--- src/rtl/pipe_stage_reg_if.sv ---
// Handshake bundle for pipe_stage_reg: upstream/downstream valid-ready channels plus flush
// and occupancy. The slave modport is the stage side; master is the driver/observer side.
interface pipe_stage_reg_if #(
   parameter int unsigned WIDTH = 32
) ();
   logic             flush;
   logic             in_valid;
   logic             in_ready;
   logic [WIDTH-1:0] in_data;
   logic             out_valid;
   logic             out_ready;
   logic [WIDTH-1:0] out_data;
   logic [1:0]       level;

   modport master (
      output flush, in_valid, in_data, out_ready,
      input  in_ready, out_valid, out_data, level
   );

   modport slave (
      input  flush, in_valid, in_data, out_ready,
      output in_ready, out_valid, out_data, level
   );
endinterface

--- src/rtl/pipe_stage_reg.sv ---
// Valid/ready pipeline register. Define PIPE_STAGE_SKID_EN for the two-entry skid variant with
// fully registered in_ready; otherwise a single-entry stage with combinational in_ready.
module pipe_stage_reg #(
   parameter int unsigned      WIDTH     = 32,
   parameter logic [WIDTH-1:0] RESET_VAL = '0
) (
   input logic             clk,
   input logic             reset,
   pipe_stage_reg_if.slave bus
);

   typedef enum logic [1:0] {StEmpty = 2'd0, StOne = 2'd1, StTwo = 2'd2} state_e;

   state_e           state_q, state_d;
   logic [WIDTH-1:0] main_q, main_d;
   logic             out_valid_q;
   logic             in_xfer;
   logic             out_xfer;

   assign out_xfer      = out_valid_q && bus.out_ready;
   assign bus.out_valid = out_valid_q;
   assign bus.out_data  = main_q;

   always_comb begin
      bus.level = 2'd0;
      unique case (state_q)
         StEmpty: bus.level = 2'd0;
         StOne:   bus.level = 2'd1;
         StTwo:   bus.level = 2'd2;
         default: bus.level = 2'd0;
      endcase
   end

`ifdef PIPE_STAGE_SKID_EN
   logic [WIDTH-1:0] skid_q, skid_d;
   logic             in_ready_q;

   assign bus.in_ready = in_ready_q;
   assign in_xfer      = bus.in_valid && in_ready_q;

   always_comb begin
      state_d = state_q;
      main_d  = main_q;
      skid_d  = skid_q;
      if (bus.flush) begin
         state_d = StEmpty;
         main_d  = RESET_VAL;
         skid_d  = RESET_VAL;
      end else begin
         unique case (state_q)
            StEmpty: begin
               if (in_xfer) begin
                  state_d = StOne;
                  main_d  = bus.in_data;
               end
            end
            StOne: begin
               if (in_xfer && out_xfer) begin
                  main_d = bus.in_data;
               end else if (in_xfer) begin
                  state_d = StTwo;
                  skid_d  = bus.in_data;
               end else if (out_xfer) begin
                  state_d = StEmpty;
               end
            end
            StTwo: begin
               if (out_xfer) begin
                  state_d = StOne;
                  main_d  = skid_q;
               end
            end
            default: state_d = StEmpty;
         endcase
      end
   end

   always_ff @(posedge clk or posedge reset) begin
      if (reset) begin
         state_q     <= StEmpty;
         main_q      <= RESET_VAL;
         skid_q      <= RESET_VAL;
         out_valid_q <= 1'b0;
         in_ready_q  <= 1'b1;
      end else begin
         state_q     <= state_d;
         main_q      <= main_d;
         skid_q      <= skid_d;
         // Handshake flags mirror the next state so neither depends on this cycle's inputs.
         out_valid_q <= (state_d != StEmpty);
         in_ready_q  <= (state_d != StTwo);
      end
   end
`else
   assign bus.in_ready = !out_valid_q || bus.out_ready;
   assign in_xfer      = bus.in_valid && bus.in_ready;

   always_comb begin
      state_d = state_q;
      main_d  = main_q;
      if (bus.flush) begin
         state_d = StEmpty;
         main_d  = RESET_VAL;
      end else if (in_xfer) begin
         state_d = StOne;
         main_d  = bus.in_data;
      end else if (out_xfer) begin
         state_d = StEmpty;
      end
   end

   always_ff @(posedge clk or posedge reset) begin
      if (reset) begin
         state_q     <= StEmpty;
         main_q      <= RESET_VAL;
         out_valid_q <= 1'b0;
      end else begin
         state_q     <= state_d;
         main_q      <= main_d;
         out_valid_q <= (state_d != StEmpty);
      end
   end
`endif

endmodule

--- src/flat_wrapper.sv ---
// flat-port wrapper written by rule: the top's interface ports become plain ports
module pipe_stage_reg_flat 
#(
   parameter int unsigned      WIDTH     = 32,
   parameter logic [WIDTH-1:0] RESET_VAL = '0
)
  (clk, reset, bus_flush, bus_in_valid, bus_in_data, bus_out_ready, bus_in_ready, bus_out_valid, bus_out_data, bus_level);
  pipe_stage_reg_if #(.WIDTH(WIDTH)) bus_i ();
  input logic clk;
  input logic reset;
  input wire logic [$bits(bus_i.flush)-1:0] bus_flush;
  input wire logic [$bits(bus_i.in_valid)-1:0] bus_in_valid;
  input wire logic [$bits(bus_i.in_data)-1:0] bus_in_data;
  input wire logic [$bits(bus_i.out_ready)-1:0] bus_out_ready;
  output wire logic [$bits(bus_i.in_ready)-1:0] bus_in_ready;
  output wire logic [$bits(bus_i.out_valid)-1:0] bus_out_valid;
  output wire logic [$bits(bus_i.out_data)-1:0] bus_out_data;
  output wire logic [$bits(bus_i.level)-1:0] bus_level;
  assign bus_i.flush = bus_flush;
  assign bus_i.in_valid = bus_in_valid;
  assign bus_i.in_data = bus_in_data;
  assign bus_i.out_ready = bus_out_ready;
  assign bus_in_ready = bus_i.in_ready;
  assign bus_out_valid = bus_i.out_valid;
  assign bus_out_data = bus_i.out_data;
  assign bus_level = bus_i.level;
  pipe_stage_reg #(.WIDTH(WIDTH), .RESET_VAL(RESET_VAL)) u_core (.clk(clk), .reset(reset), .bus(bus_i));
endmodule
--- config.mk ---
export PLATFORM = sky130hd
export DESIGN_NAME = pipe_stage_reg_flat
export DESIGN_NICKNAME = d
export VERILOG_FILES = /design/src/rtl/pipe_stage_reg_if.sv /design/src/rtl/pipe_stage_reg.sv /design/src/flat_wrapper.sv
export SDC_FILE = /design/constraint.sdc
export NUM_CORES = 1
export LEC_CHECK = 0
export CORE_MARGIN = 2
export CORE_UTILIZATION = 50
export CTS_CLUSTER_DIAMETER = 40
export DETAILED_ROUTE_END_ITERATION = 8
export DONT_BUFFER_PORTS = 1
export GPL_TIMING_DRIVEN = 0
export PLACE_DENSITY = 0.74
export SKIP_LAST_GASP = 1
export SLEW_MARGIN = 20
export SYNTH_ARGS = -nofsm -noshare
export SYNTH_HDL_FRONTEND = slang
export SYNTH_SLANG_ARGS = --single-unit
--- constraint.sdc ---
create_clock -name clk -period 1.2 [get_ports clk]
set_input_delay 0.36 -clock clk [delete_from_list [all_inputs] [get_ports clk]]
set_output_delay 0.36 -clock clk [all_outputs]
set_load 0.02 [all_outputs]
**Yosys cells after proc, flatten, opt, wreduce, memory -nomap -nowiden**

Cells that the tools add are included.

- Output and inout port bits: 36
- Input bits: 37
- Register bits after elaboration: 35
- Logic and storage cells: 17

- Multiplexer cells: 6
- Equality and inequality tests: 2
- Reduce and logical (&&, ||, !) cells: 6

Operators by type and width:

| operator | count |
|---|---|
| 32-bit two-way mux | 2 |
| 2-bit two-way mux | 3 |
| 2-bit one-hot mux with 2 select lines | 1 |
| 2-bit nonzero test | 2 |
| 2-bit by 1-bit == test with 1-bit output, second input constant | 1 |
| 2-bit == test, second input constant | 1 |
| 1-bit logical AND | 2 |
| 1-bit zero test | 1 |
| 1-bit logical OR | 1 |

**Logic depth before layout (Yosys ltp)**

Gate-level depths: netlist of run 1.

- Word-level depth: 6
- Gate-level depth with buffers: 5
- Depth with buffers taken out: 3

**Worst setup path before layout of run 1**

No wires, ideal clock.

- Path kind: flip-flop to output port
- Start: register u_core.out_valid_q, in the netlist u_core.bus.out_valid
- End: output bus_in_ready
- Data arrival time: 918 ps
- Path slack: -78 ps
- Stages on the path, launching flop included: 4
- Buffers on the path: 2
- Data required time: 840 ps
- Path through: dfrtp_1 nand2b_4 buf_6 buf_4

- Word-level cells in the longest chain between the ends: 2

Ends and longest elaborated chain:

| element | line | text |
|---|---|---|
| from (decl) | pipe_stage_reg.sv:16 | `logic out_valid_q;` |
| from (signal assigned) | pipe_stage_reg.sv:120 | `out_valid_q <= (state_d != StEmpty);` |
| 1-bit zero test | pipe_stage_reg.sv:95 | `assign bus.in_ready = !out_valid_q \|\| bus.out_ready;` |
| 1-bit logical OR | pipe_stage_reg.sv:95 |  |
| to (decl) | flat_wrapper.sv:15 | `output wire logic [$bits(bus_i.in_ready)-1:0] bus_in_ready;` |

Every way passes these cells.

**Final worst setup path of run 1**

Same ends and word-level chain as after synthesis.

==> impl_metrics.ini, run 1 <==
[cts]
htree_num_levels = 2
cts_tree = built
clock_path_buffers = 2
clk_latency_ns = 0.34
cts-root-buf = clkbuf_4
cts.sinks = 35
clkTransAtPathRegs_ns = 0.12
cts_buffers = 5

[status]
failed_checks = negative setup slack
status = complete, but fails checks

[setup_path]
cp_cell_sequence = nand2b_4 -> buf_8 -> buf_8
slowest_stage = dfrtp_2
cpLargestDelayFamily = flip-flops
crit_buf_inv = 2
worst-path-max-fanout = 5
r2r_start = u_core.bus.out_valid
critPathLaunchType = register
worstPathArrival_ns = 1.17
critPathCaptureType = output pin
crit_top_cell = buf_8
reg2reg_to = u_core.bus.out_data[26]
cp.required_ns = 0.84
r2r_slack_ns = -0.31
ff2ff_path_depth = 8
max_stage_delay_ns = 0.51
critPathKind = reg -> out
crit_start = u_core.bus.out_valid

[hold_path]
min_path_type = in -> async

[die]
initial_core_util_pct = 51.7
rows = 21
core_sq_mm = 0.00331
die_x_um = 62.5
ios = 73
dieArea_sq_mm = 0.00390
die_h_um = 62.5

[timing]
min_period_ns = 1.53
fin_ws_ns = -0.334
tightest_slew_ns = 0.753
finalHoldViolCount = 0
slew_viol_final = 0
fmax_ghz = 0.652
rsz0062_at_grt = yes
finClkSkew_ns = 0.0127
setup_viol = 39
max_slew_margin_pct = 49.7
timing.final.crit_share_pct = 128

[synth]
synth_nets = 197
synth.cell_area_sq_mm = 0.00171
syn-instance-count = 160
yosys_register_bits = 35
synth.avg_cell_area_sq_um = 10.7
ys_seq_area_share_pct = 51.2
ys_types = 16
ys_warn_count = 0

[global_route]
grt_max_degree = 36
grt_overflow = 0
grt_pass1_vias = 1358
grt_first_pass_wirelength_um = 6480
antenna_found_initial = 0
grtUsageTotal_pct = 21.3

[drt]
drtAntennaViolNets = 0
avgViaCountPerCell = 5.81
vias = 1325
routed_wl_um = 4600
drc = 0
dr.pass1.iters = 4
wl_per_cell_um = 20.2
drtIter0Drc = 84

[finish]
instances_no_fill = 228
fin_nets = 218
drive_gt1_share_pct = 78.0
antenna_cells = 0
areaGrowthSynthToFinish_pct = 38.9

[placed_design]
io_buffers = 0
place.gp.congestion = 0.713
dp.cells = 206
dp.final_hpwl_um = 2680
pre_cts_ws_ns = -0.102

[power]
p_leak_nw = 0.950
finalPower_mw = 2.51
powerDensity_mw_per_mm2 = 1060
irDropWorstVdd_uv = 723

[run]
cap_violations = 0
-- metal layers --
| metal | up-vias | wire (um) | track usage (%) |
|---|---|---|---|
| li1 | 611 | - | - |
| met1 | 649 | 1870 | 24.6 |
| met2 | 55 | 2340 | 36.4 |
| met3 | 10 | 313 | 8.29 |
| met4 | 0 | 86 | 6.67 |
| met5 | - | 0 | 0 |
-- stage by stage --
| stage | setup TNS [ns] | hold slack, ns | utilization, % | instance area (sq um) |
|---|---|---|---|---|
| global placement | -1.39 | 0.361 | 53.7 | 1780 |
| floorplan | -0.00205 | 0.307 | - | 1720 |
| global route | -11.04 | 0.0412 | 71.8 | 2380 |
| detailed placement | -2.39 | 0.386 | 53.7 | 1780 |
| CTS | -5.20 | 0.0143 | 58.4 | 1930 |
| finish | -9.49 | 0.000936 | 71.8 | 2380 |
-- layout by cell type, fill, tap and decap left out, drive strengths merged --
master	Yosys	layout
nor2b	2	2
nand2b	1	1
o31a	1	1
clkbuf	7	14
a31oi	1	1
dfrtp	35	35
buf	11	23
clkinv	0	3
a21bo	32	32
nand3	32	32
inv	2	1
o21a	2	2
clkinvlp	0	1
nor3b	1	1
and2	1	1
a21oi	32	32
-- timing repair --
action	4_1_cts	5_1_grt
gates resized for setup	12	87
setup endpoints to repair	34	60
buffers inserted	3	7
pin swaps	0	34
hold buffers	0	0
gates cloned	2	2
-- worst max-delay path by stage --
stage / slack, ns / depth (start not counted) / end
final: -0.33 / 3 / bus_in_ready
after global routing: -0.38 / 3 / bus_in_ready
after CTS: -0.33 / 3 / bus_in_ready
after detailed placement: -0.10 / 3 / u_core.bus.out_data[12]
after global placement: -0.07 / 3 / u_core.bus.out_data[10]
after floorplan: -0.002 / 3 / bus_in_ready
-- report_power, final --
group,leakage [nW],total [mW],internal [mW],switching [mW]
Clock,0.0347,0.621,0.218,0.402
Sequential,0.434,1.39,1.25,0.132
Combinational,0.482,0.508,0.256,0.252
-- area by class of cell --
class | count | area, sq um
well taps | 46 | 57.6
plain buffers | 18 | 140
flip-flops and latches | 35 | 905
multi-input cells | 105 | 993
repair buffers | 14 | 216
clock inverters | 3 | 15.0
inverters | 2 | 11.3
clock buffers | 5 | 37.5
fillers | 243 | 935
-- cell usage after synthesis --
library cell | count | share of area, %
o21a_1 | 2 | 0.88
buf_2 | 4 | 1.2
buf_6 | 4 | 2.6
a31oi_1 | 1 | 0.37
buf_4 | 3 | 1.3
o31a_1 | 1 | 0.51
dfrtp_1 | 35 | 51
inv_1 | 2 | 0.44
nand3_1 | 32 | 9.4
nor2b_1 | 2 | 0.73
and2_4 | 1 | 0.51
clkbuf_1 | 7 | 1.5
nor3b_1 | 1 | 0.44
a21bo_2 | 32 | 19
nand2b_4 | 1 | 0.80
a21oi_1 | 32 | 9.4
-- sequential cells by signal, summed over array words and instances (netlist names) --
| name | flops |
|---|---|
| u_core.state_q | 2 |
| u_core.bus.out_data | 32 |
| u_core.bus.out_valid | 1 |
-- worst reg2reg max path, cell delays in order, from the launching register on --
cell and delay (ns):
dfrtp_2 0.49, nand2b_4 0.08, buf_8 0.12, buf_4 0.13
buf_12 0.14, buf_6 0.12, clkbuf_16 0.15, nand3_2 0.07
a21oi_1 0.06
-- kinds of logic after synthesis --
kind of cell           after synthesis  share of synthesized area (%)
flip-flops                          35                           51.2
AO/OA/AOI/OAI                       68                           29.8
buffers and inverters               20                           7.10
AND/OR/NAND/NOR                     37                           11.9
(Power assumes the default switching activity.)
==> inputs of run 2 (changes only) <==
--- a/config.mk
+++ b/config.mk
@@ -5,6 +5,7 @@
 export SDC_FILE = /design/constraint.sdc
 export NUM_CORES = 1
 export LEC_CHECK = 0
+export CORE_ASPECT_RATIO = 0.9
 export CORE_MARGIN = 2
 export CORE_UTILIZATION = 50
 export CTS_CLUSTER_DIAMETER = 40
==> run 2 against run 1 <==
  * The run still ends with negative setup slack left
  * Global-route usage is 0.051 points lower
  * Combinational power is 22% lower
  * Critical path depth stayed put
  * Non-clock buffer count is 7 lower
  * Clock skew is 0.0096 ns lower
  * Die area hardly changed
  * Routed wire length is 12% lower
  * Design area is 13% lower
  * Largest cell class is now flip-flops and latches
  * Total power is 3.8% higher
  * Sequential power hardly changed
==> impl_metrics.ini, run 2 (same netlist as run 1, synthesis figures left out) <==
[cts]
cts_buffers = 5
clk_latency_ns = 0.27
htree_num_levels = 2
cts_tree = built
cts-root-buf = clkbuf_8
cts.sinks = 35
clkTransAtPathRegs_ns = 0.07
clock_path_buffers = 2

[finish]
fin_nets = 211
mostFrequentLayoutCell = dfrtp_1
antenna_cells = 0
drive_gt1_share_pct = 47.7
layout_common_cells = 34 x dfrtp_1, 32 x nand3_1, 31 x a21bo_2, 19 x a21oi_2, 13 x a21oi_1
n_fill_cell = 282
largest_reg_flops = 32
areaGrowthSynthToFinish_pct = 21.1
utilization_pct = 62.2
instances_no_fill = 218

[setup_path]
max_stage_delay_ns = 0.49
worst-path-max-fanout = 5
cp.required_ns = 0.84
cpLargestDelayFamily = flip-flops
cp_cell_sequence = nand2b_4 -> buf_8 -> buf_8
critPathLaunchType = register
critPathCaptureType = output pin
crit_top_cell = buf_8
crit_buf_inv = 2
critPathKind = reg -> out
worstPathArrival_ns = 1.10
slowest_stage = dfrtp_2

[power]
p_int_mw = 1.89
irDropWorstVdd_uv = 707
finalPower_mw = 2.61
netSwitchingFraction_pct = 27.7
p_leak_nw = 0.890
switchingPower_mw = 0.723
comb_power_share_pct = 15.1
p_seq_share_pct = 52.8
p_clk_share_pct = 32.1
powerDensity_mw_per_mm2 = 1260

[placed_design]
io_buffers = 0
pre_cts_ws_ns = -0.0825
dp.final_hpwl_um = 2720
dp.cells = 204
place.gp.congestion = 0.693

[status]
status = complete, but fails checks
failed_checks = negative setup slack

[timing]
max_slew_margin_pct = 50.5
slew_viol_final = 0
setup_viol = 38
hold_ws_ns = 0.0745
finClkSkew_ns = 0.00309
tightest_slew_ns = 0.742
finalHoldViolCount = 0
timing.final.crit_share_pct = 122
rsz0062_at_grt = yes
min_period_ns = 1.46
fin_ws_ns = -0.258
fmax_ghz = 0.686

[global_route]
grt_max_degree = 36
grt_pass1_vias = 1302
antenna_found_initial = 0
grt_overflow = 0
grtUsageTotal_pct = 21.3
grt_first_pass_wirelength_um = 6210

[die]
core_sq_mm = 0.00333
die_h_um = 59.5
ios = 73
initial_core_util_pct = 51.4
dieArea_sq_mm = 0.00391
rows = 20
die_x_um = 65.7

[drt]
drtAntennaViolNets = 0
vias = 1275
drc = 0
avgViaCountPerCell = 5.85
routed_wl_um = 4030
wl_per_cell_um = 18.5
dr.pass1.iters = 4
drtIter0Drc = 51

[run]
cap_violations = 0

[hold_path]
min_path_type = in -> async
run 2: cell count changes in the layout (fill, tap and decap cells not counted), moves of 3 or more:
cell	change
a21oi_2	-8
a21bo_4	-4
nand3_2	-18
a21oi_1	+8
a21bo_2	+4
nand3_1	+21
dfrtp_1	+22
buf_12	-3
clkbuf_8	+6
nand3_4	-3
clkbuf_4	-5
buf_6	-4
dfrtp_2	-22
run 2: layer usage:
layer	vias up	track usage, %	routed length [um]
li1	593	-	-
met1	630	25.6	1640
met2	48	36.5	2040
met3	4	7.41	324
met4	0	5.65	26
met5	-	0	0
run 2: path summary, 6_finish.rpt:
path | slack, ns | startpoint | endpoint | cells after the start
setup / recovery | -0.26 | u_core.bus.out_valid | bus_in_ready | 3
hold / removal | 0.07 | reset | u_core.bus.out_data[12] | 1
setup reg to reg | -0.22 | u_core.bus.out_valid | u_core.bus.out_data[3] | 6
hold reg to reg | 0.69 | u_core.state_q[1] | u_core.bus.out_valid | 2
max in group asynchronous | 0.68 | reset | u_core.bus.out_valid | 1
min in group clk | 0.22 | bus_in_data[6] | u_core.bus.out_data[6] | 2
run 2: repair_timing:
action | 4_1_cts | 5_1_grt
pin swaps | 1 | 2
setup buffers | 4 | 1
cloned | 2 | 0
endpoints found under the setup margin | 33 | 38
hold buffers | 0 | 0
gates resized for setup | 10 | 26
run 2: layout make-up:
class | instances | area, sq um | share of cell area (%)
repair buffers | 7 | 85.1 | 4.11
clock buffers | 6 | 82.6 | 3.99
inverters | 2 | 11.3 | 0.544
plain buffers | 18 | 144 | 6.95
well taps | 44 | 55.1 | 2.66
multi-input cells | 105 | 811 | 39.2
clock inverters | 1 | 5.00 | 0.242
flip-flops and latches | 35 | 877 | 42.4
run 2: stage by stage:
step	area, sq um	setup TNS, ns
detailed placement	1770	-1.59
finish	2070	-5.46
CTS	1970	-4.60
global placement	1770	-0.482
floorplan	1720	-0.00205
global route	2070	-7.08
run 2: power by group through the flow:
| stage | combinational, mW | clock [mW] | sequential, mW |
|---|---|---|---|
| 6_report | 0.395 | 0.837 | 1.38 |
| 5_1_grt | 0.432 | 0.913 | 1.38 |
| 4_1_cts | 0.354 | 0.856 | 1.38 |
| 3_5_place_dp | 0.313 | 0 | 1.40 |
| 3_3_place_gp | 0.299 | 0 | 1.39 |
| 2_1_floorplan | 0.258 | 0 | 1.38 |
==> inputs of run 3 (changes only) <==
--- a/config.mk
+++ b/config.mk
@@ -5,6 +5,7 @@
 export SDC_FILE = /design/constraint.sdc
 export NUM_CORES = 1
 export LEC_CHECK = 0
+export ABC_AREA = 0
 export CORE_ASPECT_RATIO = 0.9
 export CORE_MARGIN = 2
 export CORE_UTILIZATION = 50
==> results of run 3 <==
No change in the layout: final DEF, timing and power equal those of run 2.
